`config.mk`:
```
export PLATFORM = sky130hd
export DESIGN_NAME = sdc_sector_responder
export DESIGN_NICKNAME = d
export VERILOG_FILES = /design/src/rtl/sdc_pkg.sv /design/src/rtl/sdc_byte_fetch.sv /design/src/rtl/sdc_sector_responder.sv
export SDC_FILE = /design/constraint.sdc
export NUM_CORES = 1
export LEC_CHECK = 0
export BUFFER_PORTS_ARGS = -buffer_cell sky130_fd_sc_hd__buf_2
export CORE_MARGIN = 2
export CORE_UTILIZATION = 30
export CTS_BUF_LIST = sky130_fd_sc_hd__clkbuf_2 sky130_fd_sc_hd__clkbuf_4 sky130_fd_sc_hd__clkbuf_8
export CTS_CLUSTER_SIZE = 8
export DETAILED_ROUTE_END_ITERATION = 16
export GPL_TIMING_DRIVEN = 0
export PLACE_DENSITY_LB_ADDON = 0.1
export SLEW_MARGIN = 20
export SYNTH_ARGS = -nofsm -noshare
export SYNTH_HDL_FRONTEND = slang
export SYNTH_SLANG_ARGS = --single-unit
```
`constraint.sdc`:
```
create_clock -name clk -period 2.1 [get_ports clk]
set_clock_uncertainty 0.2 [all_clocks]
set_input_delay 0.42 -clock clk [delete_from_list [all_inputs] [get_ports clk]]
set_output_delay 0.42 -clock clk [all_outputs]
set_load 0.02 [all_outputs]
```
`src/rtl/sdc_pkg.sv`:
```
// Shared types and sizing for the sdc_* sector-read responder.
package sdc_pkg;

    localparam int unsigned SECTOR_BYTES = 512;
    localparam int unsigned SDC_LBA_W    = 11;
    localparam int unsigned SDC_OFS_W    = 9;

    typedef enum logic [2:0] {
        IDLE,
        FETCH,
        WAIT,
        PUSH,
        DONE,
        HOLD
    } sdc_state_t;

endpackage

```
`src/rtl/sdc_byte_fetch.sv`:
```
// Single-byte fetch from the image store: mem_req/mem_ack handshake or zero-fill.
// byte_valid is combinational so a zero-fill byte is available in the start cycle.
module sdc_byte_fetch #(
    parameter int unsigned MEM_AW = 22
) (
    input  logic              clk,
    input  logic              reset,
    input  logic              start,
    input  logic              zero_fill,
    input  logic [MEM_AW-1:0] addr,
    output logic [7:0]        byte_data,
    output logic              byte_valid,
    output logic              mem_req,
    output logic [MEM_AW-1:0] mem_addr,
    input  logic              mem_ack,
    input  logic [7:0]        mem_data
);

    logic              mem_req_q,  mem_req_d;
    logic [MEM_AW-1:0] mem_addr_q, mem_addr_d;

    always_ff @(posedge clk or posedge reset) begin
        if (reset) begin
            mem_req_q  <= 1'b0;
            mem_addr_q <= '0;
        end else begin
            mem_req_q  <= mem_req_d;
            mem_addr_q <= mem_addr_d;
        end
    end

    // An ack only counts while a request is outstanding, so a stray ack after reset is dropped.
    always_comb begin
        mem_req_d  = mem_req_q;
        mem_addr_d = mem_addr_q;
        byte_valid = 1'b0;
        byte_data  = '0;
        if (start && zero_fill) begin
            byte_valid = 1'b1;
        end else if (start) begin
            mem_req_d  = 1'b1;
            mem_addr_d = addr;
        end
        if (mem_req_q && mem_ack) begin
            mem_req_d  = 1'b0;
            byte_valid = 1'b1;
            byte_data  = mem_data;
        end
    end

    assign mem_req  = mem_req_q;
    assign mem_addr = mem_addr_q;

endmodule

```
`src/rtl/sdc_sector_responder.sv`:
```
// Responder for chipset sdc_* sector reads: streams 512 bytes from the image store.
// Optional SDC_BOUNDS_CHECK_EN zero-fills sectors lying past image_size.
module sdc_sector_responder
    import sdc_pkg::*;
#(
    parameter int unsigned       MEM_AW    = 22,
    parameter logic [MEM_AW-1:0] IMG_BASE0 = MEM_AW'(22'h000000),
    parameter logic [MEM_AW-1:0] IMG_BASE1 = MEM_AW'(22'h200000)
) (
    input  logic                 clk,
    input  logic                 reset,
    input  logic [1:0]           image_mounted,
    input  logic [31:0]          image_size,
    input  logic [1:0]           sdc_rd,
    input  logic [SDC_LBA_W-1:0] sdc_lba,
    output logic                 sdc_busy,
    output logic                 sdc_done,
    output logic [7:0]           sdc_data,
    output logic                 sdc_data_en,
    output logic [SDC_OFS_W-1:0] sdc_addr,
    output logic                 mem_req,
    output logic [MEM_AW-1:0]    mem_addr,
    input  logic                 mem_ack,
    input  logic [7:0]           mem_data
);

    sdc_state_t           state_q,  state_d;
    logic                 drive_q,  drive_d;
    logic [SDC_LBA_W-1:0] lba_q,    lba_d;
    logic [SDC_OFS_W-1:0] offset_q, offset_d;
    logic [7:0]           data_q,   data_d;

    logic                 fetch_start;
    logic                 zero_fill;
    logic                 out_of_bounds;
    logic [MEM_AW-1:0]    fetch_addr;
    logic [7:0]           byte_data;
    logic                 byte_valid;
    logic                 last_byte;

    assign fetch_addr = (drive_q ? IMG_BASE1 : IMG_BASE0) + MEM_AW'({lba_q, offset_q});
    assign last_byte  = (offset_q == SDC_OFS_W'(SECTOR_BYTES - 1));

`ifdef SDC_BOUNDS_CHECK_EN
    logic [32:0] sector_end;
    assign sector_end    = 33'({lba_q, {SDC_OFS_W{1'b0}}}) + 33'(SECTOR_BYTES);
    assign out_of_bounds = (sector_end > {1'b0, image_size});
`else
    logic unused_image_size;
    assign unused_image_size = ^image_size;
    assign out_of_bounds     = 1'b0;
`endif

    assign zero_fill   = !image_mounted[drive_q] || out_of_bounds;
    assign fetch_start = (state_q == FETCH);

    sdc_byte_fetch #(
        .MEM_AW(MEM_AW)
    ) u_byte_fetch (
        .clk        (clk),
        .reset      (reset),
        .start      (fetch_start),
        .zero_fill  (zero_fill),
        .addr       (fetch_addr),
        .byte_data  (byte_data),
        .byte_valid (byte_valid),
        .mem_req    (mem_req),
        .mem_addr   (mem_addr),
        .mem_ack    (mem_ack),
        .mem_data   (mem_data)
    );

    always_ff @(posedge clk or posedge reset) begin
        if (reset) begin
            state_q  <= IDLE;
            drive_q  <= 1'b0;
            lba_q    <= '0;
            offset_q <= '0;
            data_q   <= '0;
        end else begin
            state_q  <= state_d;
            drive_q  <= drive_d;
            lba_q    <= lba_d;
            offset_q <= offset_d;
            data_q   <= data_d;
        end
    end

    always_comb begin
        state_d  = state_q;
        drive_d  = drive_q;
        lba_d    = lba_q;
        offset_d = offset_q;
        data_d   = data_q;
        unique case (state_q)
            IDLE: begin
                if (|sdc_rd) begin
                    drive_d  = !sdc_rd[0];
                    lba_d    = sdc_lba;
                    offset_d = '0;
                    state_d  = FETCH;
                end
            end
            FETCH: begin
                if (byte_valid) begin
                    data_d  = byte_data;
                    state_d = PUSH;
                end else begin
                    state_d = WAIT;
                end
            end
            WAIT: begin
                if (byte_valid) begin
                    data_d  = byte_data;
                    state_d = PUSH;
                end
            end
            PUSH: begin
                if (last_byte) begin
                    state_d = DONE;
                end else begin
                    offset_d = offset_q + 1'b1;
                    state_d  = FETCH;
                end
            end
            DONE: state_d = HOLD;
            // Release on the served drive's bit only, so a still-pending drive 1 follows drive 0.
            HOLD: begin
                if (!sdc_rd[drive_q]) begin
                    state_d = IDLE;
                end
            end
            default: state_d = IDLE;
        endcase
    end

    always_comb begin
        sdc_busy    = (state_q == FETCH) || (state_q == WAIT) || (state_q == PUSH);
        sdc_done    = (state_q == DONE);
        sdc_data_en = (state_q == PUSH);
        sdc_data    = data_q;
        sdc_addr    = offset_q;
    end

endmodule

```
Word level (Yosys, flattened, before mapping)
Cells that the tools add are included.
- bits in registers: 55
- input port bits: 58
- output and inout port bits: 43
- word-level logic and storage cells: 59
- add/sub/neg operators: 2
- magnitude comparators: 1
- eq/ne operators: 11
- multiplexer cells: 20
- bitwise gates (word level): 1
- reduce and logical (&&, ||, !) cells: 17
- operators with widths (cell ; number):
    $add A22 B20 Y22 ; 1
    $mux W22 ; 1
    $mux W9 ; 2
    $pmux W3 S6 ; 1
    $pmux W9 S2 ; 1
    $mux W3 ; 4
    $mux W1 ; 10
    $ne A2 B2 Y1 const B ; 5
    $add A9 B1 Y9 const B ; 1
    $eq A9 B9 Y1 const B ; 1
    $mux W8 ; 1
    $reduce_and A2 Y1 ; 4
    $eq A3 B2 Y1 const B ; 2
    $eq A3 B3 Y1 const B ; 2
    $reduce_and A3 Y1 ; 2
    $reduce_bool A2 Y1 ; 2
    $reduce_or A2 Y1 ; 2
    $eq A3 B1 Y1 const B ; 1
    $logic_not A3 Y1 ; 1
    $logic_and A1 B1 Y1 ; 2
    $logic_not A1 Y1 ; 2
    $logic_or A1 B1 Y1 ; 2
    $lt A1 B2 Y1 const B ; 1
    $not A1 Y1 ; 1

Logic depth before layout (Yosys ltp)
- depth after elaboration: 8
- depth in mapped cells: 8

By module
A second synthesis with hierarchy kept.
- cells, all modules: 194
- area total of the unflattened synthesis: 2616.3 µm²
- by module, submodules not included (module ; instances ; cells an instance ; area each (µm²) ; seq. area each (µm²)):
    sdc_sector_responder ; 1 ; 132 ; 1575.3 ; 800.8
    sdc_byte_fetch ; 1 ; 62 ; 1041.0 ; 575.6

Worst setup path before layout
No wires, ideal clock.
- path type: register -> register
- start point: reg offset_q[0] (netlist: sdc_addr[0])
- end point: reg offset_q[6] (netlist: sdc_addr[6])
- setup time: 0.077 ns
- arrival time: 2.007 ns
- path slack: -0.184 ns
- stages on the path, launching flop included: 9
- buffers on the path: 0
- cells stage by stage: dfrtp_1 ha_1 nand2_1 nor3_1 ha_1 and4bb_2 a21oi_2 or4_1 a21oi_1
- longest elaborated chain between the ends: 3
- elaborated cells between the ends (all ways): 6
- those cells by class: add/sub (1); eq/ne (2); mux (2); reduce/logical (1)
- RTL lines (element ; line ; RTL):
    start, declared ; sdc_sector_responder.sv:30 ; logic [SDC_OFS_W-1:0] offset_q, offset_d;
    start signal, assigned ; sdc_sector_responder.sv:84 ; offset_q <= offset_d;
    $add A9 B1 Y9 / $eq A9 B9 Y1 (equally long branches) ; sdc_sector_responder.sv:122, sdc_sector_responder.sv:42 ;
    $mux W9 / $ne A2 B2 Y1 (equally long branches) ; - ;
    $pmux W9 S2 / $reduce_and A3 Y1 (equally long branches) ; - ;
Several ways; a longest one is shown, not always the timed one. The select of a mux whose other input is x is not followed.
A chain may end at the register's enable or synchronous reset.

Worst setup path after layout
Same ends and word-level chain as after synthesis.

==> results.yml <==
synth:
  avgSynthCellArea_um2: 11.3
  synth-edff-count: 0
  synth_area_leaders: "dfrtp_1, mux2_2, nand2_1"
  yosysWarnings: 0
  synth.top_cell.area_share: 0.569
  yosys.area_share.adder: 0.0105
  synthMuxAreaShare: 0.114
  postSynthCellCount: 210
  synth_commonest_cells: "dfrtp_1, nand2_1, mux2_2, a21oi_1, buf_4"
  synth-simple-area-share: 0.143
  ys.flop_type: "dfrtp_1"
  synth_top_family_by_area: "simple AND/OR/NAND/NOR gates"
  syn-num-nets: 270
  synth_seq_area_share: 0.569
  synth_compound_area_frac: 0.100
  synthXorXnorAreaFrac: 0.00369
  synth_area_um2: 2370
  yosysMostFrequentCell: "dfrtp_1"
  synth-async-reset-ratio: 1.00
  yosys.area.top_type: "dfrtp_1"
  synth_seq_cells: 54
  synth.distinct_cells: 33
global_route:
  overflow: 0
  track_usage: 0.128
  grt_max_degree: 55
  antenna_found_initial: 0
  grt_pass1_vias: 1721
  grt_pass1_wl_mm: 8.63
sta:
  fin_crit_sh: 1.02
  post-route-min-period_ns: 2.15
  fmax_mhz: 466
  final_max_slew_viol_count: 0
  slew_headroom: 0.556
  worstMarginPinSlew_ns: 0.666
  finalWorstSetupSlack_ns: -0.0466
  whs_ns: 0.0147
  rsz0062_at_grt: "yes"
  setup-violations-final: 2
  final.setup.tns_ns: -0.0531
  final_hold_viol_count: 0
setup_path:
  reg2reg_setup_slack_ns: -0.05
  crit_start: "sdc_addr[0]"
  worstSetupEndpoint: "sdc_addr[6]"
  crit_type: "reg2reg"
  worstPathArrival_ns: 2.18
  worstPathRequired_ns: 2.14
  end_kind: "flop"
  r2r-end: "sdc_addr[6]"
  crit_fanout: 6
  start_kind: "flop"
  crit-reg2reg-launch: "sdc_addr[0]"
  worstRegToRegCells: 8
routing:
  routed_wl_mm: 5.24
  drt_iter0_drc: 31
  routed_via_density: 4.57
  drc: 0
  dr_total_vias: 1819
  ant_nets: 0
  wire_per_inst_um: 13.2
  drt_first_pass_iters: 4
status:
  violations: "negative setup slack"
  status: "finished with violations"
floorplanning:
  die_w_um: 93.0
  start_util: 0.309
  fp-row-count: 32
  die-height_um: 93.0
  coreArea_um2: 7690
  dieArea_um2: 8640
  ios: 101
place:
  placedCellCount: 379
  io_buffers: 67
  hpwl_mm: 3.56
  gp_congestion: 0.713
cells_and_area:
  final_nets: 355
  antenna_cells: 0
  drive_above_1_share: 0.490
  synthToLayoutAreaGrowth_pct: 31.6
  instances_no_fill: 398
clock_tree:
  insertion_delay_ns: 0.31
  cts_buffers: 5
  clock_path_buffers: 2
  root_buffer: "clkbuf_8"
  cts.sinks: 54
  holdBufCountCts: 0
  cts.clk_slew.worst_paths_ns: 0.10
  h-tree-depth: 2
  cts_tree: "yes"
power_and_ir_drop:
  ir_drop_mv: 0.488
  powerDensity_nw_per_um2: 1380
  leakagePower_uw: 0.00161
worst_hold_path:
  hold_class: "in2async"
flow_run:
  cap_violations: 0
## layer usage
| metal | track usage | up-vias | routed length (um) |
|---|---|---|---|
| li1 | - | 893 | - |
| met1 | 0.173 | 880 | 2410 |
| met2 | 0.201 | 39 | 2500 |
| met3 | 0.0314 | 7 | 255 |
| met4 | 0.0441 | 0 | 74 |
| met5 | 0 | - | 0 |
## registers in the layout, summed over array words and instances, names as in the netlist
register               flops
state_q                    3
lba_q                     11
u_byte_fetch.mem_req       1
drive_q                    1
sdc_addr                   9
sdc_data                   8
u_byte_fetch.mem_addr     21
## cell type report
type	instances	area [um2]
clock inverters	2	60.1
multi-input cells	134	936
flip-flops and latches	54	1360
clock buffers	6	82.6
well taps	102	128
fillers	802	4560
repair buffers	78	420
inverters	4	17.5
plain buffers	18	125
## cells in the final DEF (no fill, tap or decap), types with 2 or more instances in the layout
master | synthesis | final
ha_2 | 0 | 2
nand3_1 | 2 | 2
a22o_1 | 10 | 10
nor2_1 | 6 | 5
nor2_2 | 1 | 2
clkbuf_8 | 0 | 6
dfrtp_2 | 0 | 4
nor3_2 | 0 | 2
dfrtp_1 | 54 | 50
or3_1 | 3 | 3
o31ai_1 | 4 | 4
mux2_2 | 24 | 24
buf_4 | 11 | 24
nand4_1 | 2 | 2
inv_1 | 4 | 3
bufinv_16 | 0 | 2
and2_1 | 3 | 3
o21ai_0 | 5 | 5
buf_2 | 5 | 70
nand2_1 | 43 | 42
or4_1 | 3 | 3
a21oi_1 | 12 | 12
## per-stage QoR
step | area [um2] | utilization | total power [uW] | worst slack [ns]
floorplan | 2390 | - | 2850 | -0.0559
global placement | 2860 | 0.372 | 3330 | -0.693
detailed placement | 2860 | 0.372 | 3360 | -0.241
CTS | 3080 | 0.401 | 4330 | -0.0904
global route | 3130 | 0.407 | 4630 | -0.121
finish | 3130 | 0.407 | 4310 | -0.0466
## how the worst min path moves through the flow
stage | startpoint | end | slack (ns) | cells after the start
2_1_floorplan | lba_q[8] | lba_q[8] | 0.24 | 2
3_3_place_gp | lba_q[1] | lba_q[1] | 0.26 | 2
5_1_grt | reset | u_byte_fetch.mem_addr[21] | 0.08 | 2
6_report | reset | sdc_data[5] | 0.01 | 2
4_1_cts | reset | u_byte_fetch.mem_addr[21] | 0.04 | 2
3_5_place_dp | lba_q[0] | lba_q[0] | 0.26 | 2
## critical path, stage by stage (launching register included)
cell and delay, ns:
dfrtp_1 0.39, ha_2 0.20, nand2_2 0.08, nor3_2 0.04, ha_2 0.17, and4bb_2 0.33
a21oi_4 0.06, or4_1 0.47, a21oi_1 0.13
## kinds of logic after synthesis
kind of cell               after synthesis
DFF                                     54
and+or+nand+nor                         71
xor gates and xnor gates                 1
muxes                                   24
adders and majority gates                2
buffers and inverters                   22
AOI/OAI and AO/OA                       35
other                                    1
## repair_timing
action / CTS / global route
gates cloned: 0 / 0
pin swaps: 8 / 3
endpoints found under the setup margin: 25 / 18
setup buffers: 6 / 5
gates resized for setup: 7 / 4
## report_power, final
| part | switching (uW) | internal, uW | total [uW] |
|---|---|---|---|
| registers | 184 | 1390 | 1580 |
| logic | 1050 | 830 | 1880 |
| clock network | 347 | 509 | 856 |
| total | 1580 | 2730 | 4310 |
Note: power is estimated with default switching activity, not from simulation.
